## src/rtl/vga_timing_gen.sv

```systemverilog
// vga_timing_gen: parametrised VGA raster engine. Generates h/v counters, pixel-RAM
// read address/strobe, and a latency-matched output stage that re-aligns sync,
// display-enable and line/frame pulses with the RAM read data. State advances on pix_ce only.
module vga_timing_gen #(
    parameter int H_ACTIVE = 640,
    parameter int H_FP     = 16,
    parameter int H_SYNC   = 96,
    parameter int H_BP     = 48,
    parameter int V_ACTIVE = 480,
    parameter int V_FP     = 10,
    parameter int V_SYNC   = 2,
    parameter int V_BP     = 33,
    parameter bit HS_POL   = 1'b0,
    parameter bit VS_POL   = 1'b0,
    parameter int COLOR_W  = 4,
    parameter int RD_LAT   = 1,
    parameter int X_W      = 10,
    parameter int Y_W      = 9
) (
    input  logic                 clk,
    input  logic                 rst_n,
    input  logic                 pix_ce,
    input  logic                 en,
    input  logic [3*COLOR_W-1:0] din,
    output logic [Y_W-1:0]       row,
    output logic [X_W-1:0]       col,
    output logic                 rdn,
    output logic [COLOR_W-1:0]   r,
    output logic [COLOR_W-1:0]   g,
    output logic [COLOR_W-1:0]   b,
    output logic                 hs,
    output logic                 vs,
    output logic                 de,
    output logic                 line_start,
    output logic                 frame_start
);

    localparam int H_TOT       = H_SYNC + H_BP + H_ACTIVE + H_FP;
    localparam int V_TOT       = V_SYNC + V_BP + V_ACTIVE + V_FP;
    localparam int H_W         = $clog2(H_TOT + 1);
    localparam int V_W         = $clog2(V_TOT + 1);
    localparam int H_ACT_START = H_SYNC + H_BP;
    localparam int H_ACT_END   = H_ACT_START + H_ACTIVE;
    localparam int V_ACT_START = V_SYNC + V_BP;
    localparam int V_ACT_END   = V_ACT_START + V_ACTIVE;

    // Side-band bundle carried alongside the RAM read: {hs, vs, de, line, frame}
    localparam int M_HS = 4;
    localparam int M_VS = 3;
    localparam int M_DE = 2;
    localparam int M_LS = 1;
    localparam int M_FS = 0;
    localparam logic [4:0] META_IDLE = {~HS_POL, ~VS_POL, 3'b000};

    logic [H_W-1:0]       r_h;
    logic [V_W-1:0]       r_v;
    logic [Y_W-1:0]       r_row;
    logic [X_W-1:0]       r_col;
    logic                 r_rdn;
    logic [4:0]           r_meta [RD_LAT];
    logic [COLOR_W-1:0]   r_r;
    logic [COLOR_W-1:0]   r_g;
    logic [COLOR_W-1:0]   r_b;
    logic                 r_hs;
    logic                 r_vs;
    logic                 r_de;
    logic                 r_lineStart;
    logic                 r_frameStart;

    logic                 w_hAct;
    logic                 w_vAct;
    logic                 w_active;
    logic                 w_hsLevel;
    logic                 w_vsLevel;
    logic [X_W-1:0]       w_colNext;
    logic [Y_W-1:0]       w_rowNext;
    logic [4:0]           w_metaNext;
    logic [4:0]           w_metaOut;

    // Raster counters; en low parks the raster at the frame origin
    always_ff @(posedge clk or negedge rst_n) begin
        if (!rst_n) begin
            r_h <= '0;
            r_v <= '0;
        end else if (pix_ce) begin
            if (!en) begin
                r_h <= '0;
                r_v <= '0;
            end else if (r_h == H_W'(H_TOT - 1)) begin
                r_h <= '0;
                r_v <= (r_v == V_W'(V_TOT - 1)) ? '0 : r_v + V_W'(1);
            end else begin
                r_h <= r_h + H_W'(1);
            end
        end
    end

    // Region decode for the current counter position, blanked when the raster is stopped
    always_comb begin
        w_hAct     = (r_h >= H_W'(H_ACT_START)) && (r_h < H_W'(H_ACT_END));
        w_vAct     = (r_v >= V_W'(V_ACT_START)) && (r_v < V_W'(V_ACT_END));
        w_active   = en && w_hAct && w_vAct;
        w_hsLevel  = (r_h < H_W'(H_SYNC)) ? HS_POL : ~HS_POL;
        w_vsLevel  = (r_v < V_W'(V_SYNC)) ? VS_POL : ~VS_POL;
        w_colNext  = X_W'(r_h - H_W'(H_ACT_START));
        w_rowNext  = Y_W'(r_v - V_W'(V_ACT_START));
        w_metaNext = META_IDLE;
        if (en) begin
            w_metaNext = {w_hsLevel, w_vsLevel, w_hAct && w_vAct,
                          r_h == '0, (r_h == '0) && (r_v == '0)};
        end
    end

    // Stage A: RAM address and read strobe, zero address outside the active window
    always_ff @(posedge clk or negedge rst_n) begin
        if (!rst_n) begin
            r_row <= '0;
            r_col <= '0;
            r_rdn <= 1'b1;
        end else if (pix_ce) begin
            if (w_active) begin
                r_row <= w_rowNext;
                r_col <= w_colNext;
                r_rdn <= 1'b0;
            end else begin
                r_row <= '0;
                r_col <= '0;
                r_rdn <= 1'b1;
            end
        end
    end

    // Side-band delay line; entry 0 is loaded alongside stage A, the tail meets din
    always_ff @(posedge clk or negedge rst_n) begin
        if (!rst_n) begin
            for (int i = 0; i < RD_LAT; i++) begin
                r_meta[i] <= META_IDLE;
            end
        end else if (pix_ce) begin
            r_meta[0] <= w_metaNext;
            for (int i = 1; i < RD_LAT; i++) begin
                r_meta[i] <= r_meta[i-1];
            end
        end
    end

    assign w_metaOut = r_meta[RD_LAT-1];

    // Output register: colour gated by de, pulses self-clear on the following clk
    always_ff @(posedge clk or negedge rst_n) begin
        if (!rst_n) begin
            r_r          <= '0;
            r_g          <= '0;
            r_b          <= '0;
            r_hs         <= ~HS_POL;
            r_vs         <= ~VS_POL;
            r_de         <= 1'b0;
            r_lineStart  <= 1'b0;
            r_frameStart <= 1'b0;
        end else begin
            r_lineStart  <= 1'b0;
            r_frameStart <= 1'b0;
            if (pix_ce) begin
                r_hs         <= w_metaOut[M_HS];
                r_vs         <= w_metaOut[M_VS];
                r_de         <= w_metaOut[M_DE];
                r_lineStart  <= w_metaOut[M_LS];
                r_frameStart <= w_metaOut[M_FS];
                if (w_metaOut[M_DE]) begin
                    r_r <= din[COLOR_W-1:0];
                    r_g <= din[2*COLOR_W-1:COLOR_W];
                    r_b <= din[3*COLOR_W-1:2*COLOR_W];
                end else begin
                    r_r <= '0;
                    r_g <= '0;
                    r_b <= '0;
                end
            end
        end
    end

    assign row         = r_row;
    assign col         = r_col;
    assign rdn         = r_rdn;
    assign r           = r_r;
    assign g           = r_g;
    assign b           = r_b;
    assign hs          = r_hs;
    assign vs          = r_vs;
    assign de          = r_de;
    assign line_start  = r_lineStart;
    assign frame_start = r_frameStart;

endmodule
```

## config.mk

```make
export PLATFORM = sky130hd
export DESIGN_NAME = vga_timing_gen
export DESIGN_NICKNAME = d
export VERILOG_FILES = /design/src/rtl/vga_timing_gen.sv
export SDC_FILE = /design/constraint.sdc
export NUM_CORES = 1
export LEC_CHECK = 0
export BUFFER_PORTS_ARGS = -buffer_cell sky130_fd_sc_hd__buf_2
export CORE_UTILIZATION = 45
export CTS_BUF_LIST = sky130_fd_sc_hd__clkbuf_16
export CTS_CLUSTER_DIAMETER = 50
export CTS_CLUSTER_SIZE = 8
export DETAILED_ROUTE_END_ITERATION = 8
export PLACE_DENSITY = 0.79
export SYNTH_ARGS = -nofsm -noshare
export SYNTH_HDL_FRONTEND = slang
export SYNTH_SLANG_ARGS = --single-unit
export TNS_END_PERCENT = 50
```

## constraint.sdc

```tcl
create_clock -name clk -period 1.75 [get_ports clk]
set_input_delay 0.0875 -clock clk [delete_from_list [all_inputs] [get_ports clk]]
set_output_delay 0.0875 -clock clk [all_outputs]
set_load 0.05 [all_outputs]
```

======== After elaboration in Yosys (flattened, before gate mapping) ========
Index checks and enable logic that the tools add are counted.
word-level totals
  latch bits .............................. 0
  input bits .............................. 16
  memories ................................ 0
  memory bits (read-only) ................. 0
  output and inout port bits .............. 37
  bits in registers ....................... 62
  RAM bits ................................ 0
operators by class
  shift operators ......................... 0
  divide/modulo/power cells ............... 0
  bitwise operators ....................... 0
  $add $sub $neg .......................... 4
  equal/unequal tests ..................... 3
  reduce and logical (&&, ||, !) cells .... 9
  $mul .................................... 0
  muxes and demuxes ....................... 16
  magnitude comparators ................... 6
operators by type and width
  kind                                                                     count
  10-bit two-way mux                                                       6
  10-bit by 1-bit adder with 10-bit output (second input constant)         2
  10-bit equality test (second input constant)                             2
  10-bit zero test                                                         2
  10-bit < comparator (second input constant)                              2
  4-bit two-way mux                                                        3
  10-bit by 6-bit >= comparator with 1-bit output (second input constant)  1
  10-bit by 8-bit >= comparator with 1-bit output (second input constant)  1
  10-bit by 2-bit < comparator with 1-bit output (second input constant)   1
  10-bit by 7-bit < comparator with 1-bit output (second input constant)   1
  10-bit by 8-bit subtractor with 10-bit output (second input constant)    1
  9-bit two-way mux                                                        1
  9-bit by 6-bit subtractor with 9-bit output (second input constant)      1
  1-bit logical AND                                                        6
  1-bit two-way mux                                                        5
  5-bit two-way mux                                                        1
  2-bit by 1-bit != test with 1-bit output (second input constant)         1
  2-bit AND reduction                                                      1

======== Logic depth before layout (Yosys ltp) ========
Gate-level depths: netlist of the first run.
  word-level depth ........................ 5
  mapped depth ............................ 8

======== Worst setup path after synthesis of the first run ========
OpenSTA, ideal clock, no wires.
  kind .................................... register to register
  from .................................... reg r_h[5]
  to ...................................... reg r_v[7]
  path buffers ............................ 1
  data required time ...................... 1.663 ns
  setup slack ............................. -0.054 ns
  cell stages (with the launch flop) ...... 8
  arrival time ............................ 1.717 ns
  setup time .............................. 0.087 ns
  cells stage by stage .................... dfrtp_1 > inv_1 > ha_1 > and3_1 > a31oi_1 > buf_2 > or4_1 > a22oi_1
on the way
  cells in the longest elaborated chain, start to end .. 3
ends and longest elaborated chain
  what                                                       RTL line  text
  from (decl)                                                55        logic [H_W-1:0] r_h;
  from (signal assigned)                                     93        r_h <= r_h + H_W'(1);
  10-bit equality test                                       89        end else if (r_h == H_W'(H_TOT - 1)) begin
  2-bit by 1-bit != test with 1-bit output (no source line)  --
  2-bit AND reduction (no source line)                       --
  to (signal assigned)                                       91        r_v <= (r_v == V_W'(V_TOT - 1)) ? '0 : r_v + V_W'(1);
  to (decl)                                                  56        logic [V_W-1:0] r_v;
Every way passes these cells.
A chain may end at the register's enable or synchronous reset.

======== Worst setup path in the final report of the first run ========
  from .................................... reg r_h[1]
  to ...................................... reg r_col[4], in the netlist col[4]
on the way
  cells in the longest elaborated chain, start to end .. 5
ends and longest elaborated chain
  what                                                                                           RTL line  text
  10-bit by 8-bit >= comparator with 1-bit output / 10-bit < comparator (equally long branches)  100       w_hAct = (r_h >= H_W'(H_ACT_START)) && (r_h < H_W'(H_ACT_END));
  1-bit logical AND                                                                              100
  1-bit logical AND (2 in series)                                                                102       w_active = en && w_hAct && w_vAct;
  10-bit two-way mux (*)                                                                         121       if (w_active) begin
  to (signal assigned)                                                                           123       r_col <= w_colNext;
  to (decl)                                                                                      58        logic [X_W-1:0] r_col;
Every way passes the cells marked *; elsewhere a longest branch is shown, timed or not.

==> results_dict.tcl, run 1 <==
set metrics [dict create \
    synthAdderAreaFrac 0.0321 \
    clk-insertion-delay-late_ns 0.34 \
    cp_data_arrival_time_ns 2.28 \
    place_worst_setup_slack_ns -0.277 \
    slew_violations 0 \
    cts_buffers 9 \
    worst-path-stages 7 \
    grt_max_degree 45 \
    filler_cell_count_in_the_final_layout 446 \
    floorplan.die_area_sq_um 7260 \
    timing.critical_path.slowest_cell_delay_ns 0.44 \
    yosys.cell_types.count 49 \
    overflow 0 \
    min-delay-start "din[8]" \
    yosys-top-cells-count "sky130_fd_sc_hd__dfrtp_1 (57), sky130_fd_sc_hd__inv_1 (43), sky130_fd_sc_hd__nand3_1 (21), sky130_fd_sc_hd__o21ai_0 (21), sky130_fd_sc_hd__o32ai_1 (18)" \
    synth-xor-area-share 0.0422 \
    yosys.cell_count.top_type "sky130_fd_sc_hd__dfrtp_1" \
    htree_levels 3 \
    clkTransAtPathRegs_ns 0.06 \
    crit_type "register to register" \
    hold_slack_ns -0.00880 \
    fp.dieH_microns 85.2 \
    synth_ff_type "sky130_fd_sc_hd__dfrtp_1" \
    yosysTopAreaCell "sky130_fd_sc_hd__dfrtp_1" \
    path_delay_family "compound AO/OA/AOI/OAI gates" \
    post_drt_via_cell_ratio 5.96 \
    detail_route.wirelength_mm 9.06 \
    max_freq_mhz 488 \
    critical_path_required_ns 1.98 \
    synth_edf_count 0 \
    critical_path_buf_inv_count 2 \
    synth_compound_area_frac 0.181 \
    max_cap_violations 0 \
    gr-usage-all-layers 0.257 \
    worst_slack_ns -0.299 \
    cts_root_buf "sky130_fd_sc_hd__clkbuf_16" \
    synth_top_area_share 0.458 \
    place.port_buffers 52 \
    avgRoutedWirePerCell_microns 18.4 \
    layout.nets 434 \
    floorplan.rows 29 \
    i_o_pin_count 53 \
    postSynth.asyncResetShare 1.00 \
    post-route-min-period_ns 2.05 \
    antenna_left 0 \
    tritoncts "built" \
    peakVddDrop_uv 486 \
    pwr_per_cell_area_nw_per_um2 834 \
    hold-path-cell-count 3 \
    cts.sinks 62 \
    report.final.setup_viol 35 \
    worst_r2r_startpoint "r_h[1]" \
    avgSynthCellArea_sq_um 9.86 \
    post_synthesis_mux_area_share 0.0141 \
    worst_path_max_delay_cell "sky130_fd_sc_hd__a211o_4" \
    hp-class "input port to register" \
    yosysWarnings 0 \
    first_pass_grt_wire_length_mm 14.2 \
    n_antenna_cell 0 \
    nets_in_the_synthesized_netlist 340 \
    fin_crit_sh 1.17 \
    rr_worst_depth 7 \
    netlist_instances 316 \
    initial_utilization 0.477 \
    power.static_leakage_uw 0.00200 \
    worstMarginPinSlew_ns 0.498 \
    crit_path_start "r_h[1]" \
    detailed_place_hpwl_mm 5.25 \
    first_pass_iters 5 \
    drcViolationCount 0 \
    chipWidth_microns 85.2 \
    yosys-top-cells-area "sky130_fd_sc_hd__dfrtp_1 (46%), sky130_fd_sc_hd__inv_1 (5.2%), sky130_fd_sc_hd__o32ai_1 (5.1%), sky130_fd_sc_hd__dfstp_2 (4.2%), sky130_fd_sc_hd__nand3_1 (3.4%)" \
    setup.worst_path.start_class "register" \
    drive_gt1_frac 0.402 \
    max-slew-margin-rel 0.668 \
    synth.ff_latch_count 62 \
    worst_setup_path_end_kind "register" \
    report.final.hold_viol_count 2 \
    worstPathCellList "inv_2 > ha_4 > nor3b_4 > nand4b_1 > a211o_4 > buf_6 > o32ai_2" \
    main_combinational_cell_family_by_area_after_synthesis "compound AO/OA/AOI/OAI gates" \
    rsz0062_at_grt "true" \
    finClkSkew_ns 0.0160 \
    area_growth_pct 44.5 \
    first_global_vias 2813 \
    std_cell_core_area_sq_um 6530 \
    run_status "complete, but fails checks" \
    grt_antenna_before_repair 0 \
    critical_path_peak_fanout 4 \
    share_of_synthesized_area_occupied_by_flip_flops_and_latches 0.500 \
    yosys.area_share.simple 0.142 \
    gp_congestion 0.873 \
    detailedRoute.firstIterationViolations 275 \
    violations "hold timing, setup timing" \
    cts_buffer_depth 2 \
    vias 2931 \
    post_synth_instance_area_sq_um 3120 \
]
[metal layers]
metal / share of wire / GRT usage
met2: 0.49 / 0.421
met4: 0.019 / 0.0986
met5: 0 / 0
met3: 0.062 / 0.0652
met1: 0.42 / 0.328
[flip-flops by register name (all words and copies together), names as in the netlist, 4 cells and up]
| register | cells |
|---|---|
| r_v | 10 |
| row | 9 |
| r_meta | 5 |
| r_h | 10 |
| col | 10 |
| g | 4 |
| b | 4 |
| r | 4 |
[per-stage QoR]
step / std cells / instance area, sq um / power [uW] / TNS, ns / util
after floorplan: 316 / 3190 / 1810 / -0.0187 / -
after global placement: 462 / 3750 / 1980 / -0.577 / 0.575
after detailed placement: 462 / 3750 / 2000 / -4.59 / 0.575
after CTS: 491 / 4380 / 3720 / -2.64 / 0.670
after global routing: 492 / 4500 / 3890 / -8.11 / 0.690
final: 492 / 4500 / 3760 / -5.87 / 0.690
[worst paths after layout]
check / endpoint / slack, ns
worst max-delay path: col[4] / -0.30
worst min-delay path: b[0] / -0.009
worst max register to register: col[4] / -0.30
worst min register to register: row[5] / 0.49
max in group asynchronous: r_meta[4] / 0.85
min in group asynchronous: r_v[9] / 0.24
[final cells by class]
type	instances	area, sq um	share of cell area
Clock inverter	7	56.3	0.0125
Timing Repair Buffer	107	758	0.168
Inverter	44	165	0.0367
Clock buffer	9	225	0.0500
Multi-Input combinational cell	186	1640	0.364
Tap cell	77	96.3	0.0214
Sequential cell	62	1560	0.347
[cell usage in the layout, fill, tap and decap left out, types with 10 or more instances in the layout]
cell type / synthesis / final
sky130_fd_sc_hd__inv_1: 43 / 40
sky130_fd_sc_hd__buf_2: 10 / 52
sky130_fd_sc_hd__nor2_1: 13 / 12
sky130_fd_sc_hd__buf_4: 0 / 44
sky130_fd_sc_hd__o21ai_0: 21 / 19
sky130_fd_sc_hd__dfrtp_1: 57 / 54
sky130_fd_sc_hd__nand3_1: 21 / 21
sky130_fd_sc_hd__o32ai_2: 1 / 10
sky130_fd_sc_hd__xnor2_1: 11 / 11
sky130_fd_sc_hd__nand2_1: 14 / 14
[power by group]
part,internal [uW],switching (uW)
Clock,973,696
Sequential,1490,47.6
Combinational,224,322
[worst reg2reg max path: stages (launching register included)]
cell,delay [ns]
sky130_fd_sc_hd__dfrtp_1,0.40
sky130_fd_sc_hd__inv_2,0.09
sky130_fd_sc_hd__ha_4,0.13
sky130_fd_sc_hd__nor3b_4,0.24
sky130_fd_sc_hd__nand4b_1,0.21
sky130_fd_sc_hd__a211o_4,0.44
sky130_fd_sc_hd__buf_6,0.17
sky130_fd_sc_hd__o32ai_2,0.26
[kinds of logic (layout without fill, tap and decap cells)]
| group | Yosys count | count (layout) |
|---|---|---|
| adders and majority gates | 8 | 8 |
| AOI/OAI and AO/OA | 78 | 78 |
| muxes | 4 | 4 |
| buffers and inverters | 68 | 167 |
| xor gates and xnor gates | 15 | 15 |
| DFF | 62 | 62 |
| and+or+nand+nor | 81 | 81 |
[what timing repair did]
action / CTS / global route
setup buffers: 5 / 1
setup endpoints to repair: 26 / 41
pin swaps: 17 / 3
hold endpoints to repair: 22 / 0
hold buffers: 5 / 0
gates cloned: 3 / 0
resized for setup: 37 / 12
Note: power is estimated with default switching activity, not from simulation.
==> run 2: changes to the inputs <==
--- a/config.mk
+++ b/config.mk
@@ -12,6 +12,8 @@
 export CTS_CLUSTER_SIZE = 8
 export DETAILED_ROUTE_END_ITERATION = 8
 export PLACE_DENSITY = 0.79
+export RECOVER_POWER = 100
+export SLEW_MARGIN = 20
 export SYNTH_ARGS = -nofsm -noshare
 export SYNTH_HDL_FRONTEND = slang
 export SYNTH_SLANG_ARGS = --single-unit
==> run 2 against run 1 <==
The run still ends with hold timing, setup timing left; design area down 1.5%; die area unchanged; critical endpoint unchanged; critical path type unchanged; count of clock-buffer cells in the layout unchanged; global-route usage unchanged; first-iteration DRC count shrank 10%; sequential cell count did not move; clock power about the same; power fell by 0.14%; register-to-register slack barely moved; via count grew 1.1%; combinational power shrank 2%.
==> results_dict.tcl, run 2 (synthesis results as in run 1) <==
set metrics [dict create \
    clk-insertion-delay-late_ns 0.34 \
    setup.worst_path.start_class "register" \
    detailed_place_hpwl_mm 5.25 \
    cp_data_arrival_time_ns 2.28 \
    clkTransAtPathRegs_ns 0.07 \
    rsz0062_at_grt "true" \
    avgRoutedWirePerCell_microns 18.5 \
    first_pass_grt_wire_length_mm 14.2 \
    gp_congestion 0.873 \
    finClkSkew_ns 0.0162 \
    layout.nets 434 \
    post_drt_via_cell_ratio 6.02 \
    vias 2963 \
    cts_root_buf "sky130_fd_sc_hd__clkbuf_16" \
    peakVddDrop_uv 486 \
    grt_antenna_before_repair 0 \
    cts_buffers 9 \
    overflow 0 \
    fin_crit_sh 1.17 \
    critical_path_peak_fanout 4 \
    detailedRoute.firstIterationViolations 247 \
    first_pass_iters 5 \
    rr_worst_depth 7 \
    max-slew-margin-rel 0.261 \
    drive_gt1_frac 0.304 \
    report.final.setup_viol 36 \
    worstMarginPinSlew_ns 1.11 \
    worst_setup_path_end_kind "register" \
    max_freq_mhz 489 \
    tns_ns -6.29 \
    power.static_leakage_uw 0.00183 \
    fp.dieH_microns 85.2 \
    drcViolationCount 0 \
    first_global_vias 2813 \
    report.final.hold_viol_count 3 \
    worst-r2r-setup-slack_ns -0.29 \
    dr_wl_met2_mm 4.50 \
    hold_slack_ns -0.00905 \
    floorplan.die_area_sq_um 7260 \
    run_status "complete, but fails checks" \
    chipWidth_microns 85.2 \
    std_cell_core_area_sq_um 6530 \
    hold-path-cell-count 3 \
    n_antenna_cell 0 \
    area_growth_pct 42.4 \
    detail_route.wirelength_mm 9.10 \
    top_library_cells_by_usage_in_the_layout_fill_and_taps_aside "sky130_fd_sc_hd__dfrtp_1 (54), sky130_fd_sc_hd__buf_4 (41), sky130_fd_sc_hd__clkbuf_1 (41), sky130_fd_sc_hd__inv_1 (40), sky130_fd_sc_hd__nand3_1 (21)" \
    met1_length_mm 3.79 \
    tritoncts "built" \
    critical_path_required_ns 1.98 \
    cts.sinks 62 \
    antenna_left 0 \
    place.port_buffers 52 \
    final_common_cell "sky130_fd_sc_hd__dfrtp_1" \
    post-route-min-period_ns 2.04 \
    i_o_pin_count 53 \
    cts_buffer_depth 2 \
    initial_utilization 0.477 \
    report.power.total_uw 3750 \
    violations "hold timing, setup timing" \
    detailroute.wirelength.met3_microns 590 \
    crit_type "register to register" \
    gr-usage-all-layers 0.257 \
    htree_levels 3 \
    pwr_per_cell_area_nw_per_um2 845 \
    worst_slack_ns -0.295 \
    max_cap_violations 0 \
    floorplan.rows 29 \
    uppermost_routed_layer "met4" \
    hp-class "input port to register" \
    slew_violations 0 \
    layout.cell_area.non_filler_sq_um 4440 \
    grt_max_degree 45 \
    placement.cell_area_sq_um 3750 \
]
[run 2: cell count changes in the layout (fill, tap and decap cells not counted), sizes merged]
cell and delta:
clkbuf +42, buf -42
[run 2: critical path, stage by stage, from the launching register on]
cell	delay, ns
sky130_fd_sc_hd__dfrtp_1	0.40
sky130_fd_sc_hd__inv_2	0.09
sky130_fd_sc_hd__ha_4	0.13
sky130_fd_sc_hd__nor3b_4	0.24
sky130_fd_sc_hd__nand4b_1	0.21
sky130_fd_sc_hd__a211o_4	0.44
sky130_fd_sc_hd__buf_6	0.17
sky130_fd_sc_hd__o32ai_2	0.25
[run 2: area by class of cell]
type / count / area, sq um
clock buffer: 9 / 225
clock inverter: 7 / 56.3
fill: 469 / 2090
sequential: 62 / 1560
inverter: 44 / 165
timing repair buffer: 107 / 691
tap: 77 / 96.3
multi-input combinational: 186 / 1640
[run 2: layer usage]
| metal | vias up | global-route usage |
|---|---|---|
| met2 | 160 | 0.421 |
| li1 | 1311 | - |
| met5 | - | 0 |
| met3 | 24 | 0.0652 |
| met1 | 1468 | 0.328 |
| met4 | 0 | 0.0986 |
[run 2: worst paths after layout]
path | from | to
max | r_h[1] | col[4]
max in group asynchronous | rst_n | r_meta[4]
min reg2reg | r_meta[1] | line_start
max reg2reg | r_h[1] | col[4]
min in group asynchronous | rst_n | r_v[9]
min | din[8] | b[0]
[run 2: where the power goes]
part	switching, uW	internal, uW	total [uW]
logic	321	215	536
clock network	699	973	1670
registers	48.4	1490	1540
total	1070	2680	3750
[run 2: what timing repair did]
| action | CTS | global route |
|---|---|---|
| pin swaps | 17 | 3 |
| endpoints found under the setup margin | 26 | 41 |
| hold buffers | 5 | 0 |
| resized for setup | 37 | 12 |
| setup buffers | 5 | 1 |
| endpoints found under the hold margin | 22 | 0 |
| gates cloned | 3 | 0 |
[run 2: metrics by stage]
step / setup slack (ns) / cells / util
floorplan: -0.00247 / 316 / -
global route: -0.321 / 492 / 0.679
CTS: -0.115 / 491 / 0.670
finish: -0.295 / 492 / 0.679
global placement: -0.0517 / 462 / 0.575
detailed placement: -0.277 / 462 / 0.575
==> run 3: changes to the inputs <==
--- a/config.mk
+++ b/config.mk
@@ -5,13 +5,15 @@
 export SDC_FILE = /design/constraint.sdc
 export NUM_CORES = 1
 export LEC_CHECK = 0
+export ABC_AREA = 1
 export BUFFER_PORTS_ARGS = -buffer_cell sky130_fd_sc_hd__buf_2
-export CORE_UTILIZATION = 45
+export CORE_UTILIZATION = 44
 export CTS_BUF_LIST = sky130_fd_sc_hd__clkbuf_16
 export CTS_CLUSTER_DIAMETER = 50
 export CTS_CLUSTER_SIZE = 8
 export DETAILED_ROUTE_END_ITERATION = 8
-export PLACE_DENSITY = 0.79
+export HOLD_SLACK_MARGIN = 0.06
+export PLACE_DENSITY = 0.77
 export RECOVER_POWER = 100
 export SLEW_MARGIN = 20
 export SYNTH_ARGS = -nofsm -noshare
==> run 3 against run 2 <==
The flow now finishes without violations; synthesized cell count is 31% higher; die area is 5.6% higher; first-iteration DRC count is 28% lower; worst hold slack better by 0.17 ns; clock power is 8% lower; setup slack better by 0.37 ns; design area is 8.2% lower; non-clock buffer count is 15 lower; sequential share of layout area is 3.0 points higher; register-to-register slack better by 0.37 ns; combinational power is 34% lower; critical endpoint is now col[5]; largest cell class is now sequential cells.
==> results_dict.tcl, run 3 <==
set metrics [dict create \
    critical_path_buf_inv_count 1 \
    post_synth_instance_area_sq_um 3220 \
    seq_area_sq_um 1560 \
    max_freq_mhz 598 \
    post-route-min-period_ns 1.67 \
    area_growth_pct 26.4 \
    std_cell_core_area_sq_um 6940 \
    finalNonFillerCells 600 \
    fin_crit_sh 0.956 \
    yosysWarnings 0 \
    final_util 0.587 \
    clk-insertion-delay-late_ns 0.32 \
    grt_max_degree 63 \
    gp_congestion 0.876 \
    synth_edf_count 0 \
    synth.ff_latch_count 62 \
    netlist_instances 413 \
    run_status "finished, final reports clean" \
    floorplan.rows 30 \
    max-slew-margin-rel 0.437 \
    critPathMostFrequentCell "sky130_fd_sc_hd__nand2_1" \
    worstMarginPinSlew_ns 0.844 \
    yosys-top-cells-count "sky130_fd_sc_hd__nand2_1 (145), sky130_fd_sc_hd__dfrtp_1 (57), sky130_fd_sc_hd__nand3_1 (50), sky130_fd_sc_hd__nor2_1 (29), sky130_fd_sc_hd__inv_1 (26)" \
    filler_cell_count_in_the_final_layout 615 \
    peakVddDrop_uv 450 \
    clkTransAtPathRegs_ns 0.05 \
    synth_top_area_share 0.443 \
    detailed_place_hpwl_mm 5.21 \
    vias 3083 \
    slew_violations 0 \
    setup.worst_path.start_class "register" \
    initial_utilization 0.464 \
    synth_ff_type "sky130_fd_sc_hd__dfrtp_1" \
    first_pass_iters 4 \
    met1_length_mm 3.71 \
    timing.critical_path.slowest_cell_delay_ns 0.41 \
    max_cap_violations 0 \
    cts_buffer_depth 2 \
    cts_buffers 9 \
    i_o_pin_count 53 \
    switchingPower_uw 867 \
    fp.dieH_microns 87.6 \
    yosys.cell_count.top_type "sky130_fd_sc_hd__nand2_1" \
    share_seq_of_total_power 0.447 \
    avgRoutedWirePerCell_microns 13.9 \
    place_inst 570 \
    internal_power_uw 2540 \
    htree_levels 3 \
    chipWidth_microns 87.6 \
    avgSynthCellArea_sq_um 7.80 \
    layout.nets 524 \
    nets_in_the_synthesized_netlist 437 \
    switching_share 0.254 \
    yosysTopAreaCell "sky130_fd_sc_hd__dfrtp_1" \
    yosys.cell_types.count 29 \
    first_global_vias 2845 \
    post_drt_via_cell_ratio 5.14 \
    dr_wl_met2_mm 4.08 \
    n_antenna_cell 0 \
    worst_path_max_delay_cell "sky130_fd_sc_hd__dfrtp_1" \
    cts_post_setup_buffers_inserted 0 \
    gr-usage-all-layers 0.219 \
    cts.sinks 62 \
    worstPathCellList "inv_1 > ha_1 > nand2_1 > nand2_1 > nand2_1 > nor2_1 > nor2_4 > nand3b_1 > nand2_1" \
    critical_path_peak_fanout 11 \
    pwr_per_cell_area_nw_per_um2 837 \
    antenna_left 0 \
    final_common_cell "sky130_fd_sc_hd__nand2_1" \
    grt_antenna_before_repair 0 \
    postSynth.asyncResetShare 1.00 \
    first_pass_grt_wire_length_mm 13.0 \
    drcViolationCount 0 \
    report.final.hold_viol_count 0 \
    report.final.setup_viol 0 \
    cp_data_arrival_time_ns 1.88 \
    critical_path_required_ns 1.96 \
    power.static_leakage_uw 0.00208 \
    cts_root_buf "sky130_fd_sc_hd__clkbuf_16" \
    power.share.clock 0.449 \
    floorplan.die_area_sq_um 7670 \
    detailroute.wirelength.met3_microns 463 \
    multi_input_area_sq_um 1470 \
    yosys-top-cells-area "sky130_fd_sc_hd__dfrtp_1 (44%), sky130_fd_sc_hd__nand2_1 (17%), sky130_fd_sc_hd__nand3_1 (7.8%), sky130_fd_sc_hd__dfstp_2 (4.1%), sky130_fd_sc_hd__nor2_1 (3.4%)" \
    hp-class "input port to register" \
    top_library_cells_by_usage_in_the_layout_fill_and_taps_aside "sky130_fd_sc_hd__nand2_1 (144), sky130_fd_sc_hd__dfrtp_1 (57), sky130_fd_sc_hd__nand3_1 (49), sky130_fd_sc_hd__clkbuf_1 (40), sky130_fd_sc_hd__nor2_1 (29)" \
    uppermost_routed_layer "met4" \
    place.port_buffers 52 \
    path_delay_family "simple AND/OR/NAND/NOR gates" \
    drive_gt1_frac 0.151 \
    finClkSkew_ns 0.00453 \
    overflow 0 \
    worst_setup_path_end_kind "register" \
    detail_route.wirelength_mm 8.35 \
    share_comb_of_total_power 0.104 \
    share_of_synthesized_area_occupied_by_flip_flops_and_latches 0.483 \
    tritoncts "built" \
    crit_type "register to register" \
    detailedRoute.firstIterationViolations 179 \
]
==> run 3: metal layers <==
| layer | up-vias | GRT usage |
|---|---|---|
| met5 | - | 0 |
| met4 | 0 | 0.0939 |
| met3 | 9 | 0.0405 |
| met2 | 102 | 0.375 |
| met1 | 1474 | 0.273 |
| li1 | 1498 | - |
==> run 3: cell families after synthesis <==
logic type      count (synthesis)  share of synthesized area
compound gates                 33                     0.0547
xor+xnor                        9                     0.0245
fa+ha+maj                       8                     0.0311
buf+inv                        52                     0.0761
flops                          62                      0.483
simple gates                  249                      0.330
==> run 3: layout make-up <==
| cell class | instances | share of cell area |
|---|---|---|
| multi-input cells | 301 | 0.360 |
| well taps | 96 | 0.0295 |
| repair buffers | 92 | 0.134 |
| clock buffers | 9 | 0.0553 |
| inverters | 34 | 0.0313 |
| flip-flops and latches | 62 | 0.382 |
| clock inverters | 6 | 0.00768 |
==> run 3: power groups by stage <==
stage / sequential [uW] / clock, uW / combinational, uW
detailed placement: 1540 / 0 / 334
CTS: 1520 / 1550 / 360
floorplan: 1580 / 0 / 158
finish: 1520 / 1530 / 355
global route: 1530 / 1610 / 394
global placement: 1540 / 0 / 327
==> run 3: worst reg2reg max path, cell delays in order (launching register included) <==
cell                       delay, ns
sky130_fd_sc_hd__dfrtp_1        0.41
sky130_fd_sc_hd__inv_1          0.09
sky130_fd_sc_hd__ha_1           0.18
sky130_fd_sc_hd__nand2_1        0.07
sky130_fd_sc_hd__nand2_1        0.09
sky130_fd_sc_hd__nand2_1        0.05
sky130_fd_sc_hd__nor2_1         0.34
sky130_fd_sc_hd__nor2_4         0.14
sky130_fd_sc_hd__nand3b_1       0.13
sky130_fd_sc_hd__nand2_1        0.06
==> run 3: final timing paths <==
path / startpoint / to / slack (ns) / depth (start not counted)
max: r_h[4] / col[5] / 0.08 / 9
min: pix_ce / r_h[3] / 0.16 / 3
max reg2reg: r_h[4] / col[5] / 0.08 / 9
min reg2reg: hs / hs / 0.46 / 2
max in group asynchronous: rst_n / b[1] / 0.69 / 3
min in group asynchronous: rst_n / de / 0.50 / 3
==> run 3: repair_timing <==
item                                    in CTS  in global routing
hold buffers                                13                  0
hold endpoints to repair                    69                  0
resized for setup                            2                  6
endpoints found under the setup margin      21                 22
gates cloned                                 0                  2
pin swaps                                    0                  2
==> run 3: metrics by stage <==
step	setup slack (ns)	power, uW	hold WS (ns)	setup TNS (ns)	cell area [sq um]
6_report	0.0764	3410	0.162	0	4080
5_1_grt	-0.0222	3530	0.214	-0.0398	4080
4_1_cts	0.0563	3430	0.140	0	4110
3_5_place_dp	-0.185	1880	0.126	-2.74	3710
3_3_place_gp	-0.0927	1870	0.121	-1.70	3710
2_1_floorplan	0.274	1740	-0.208	0	3220
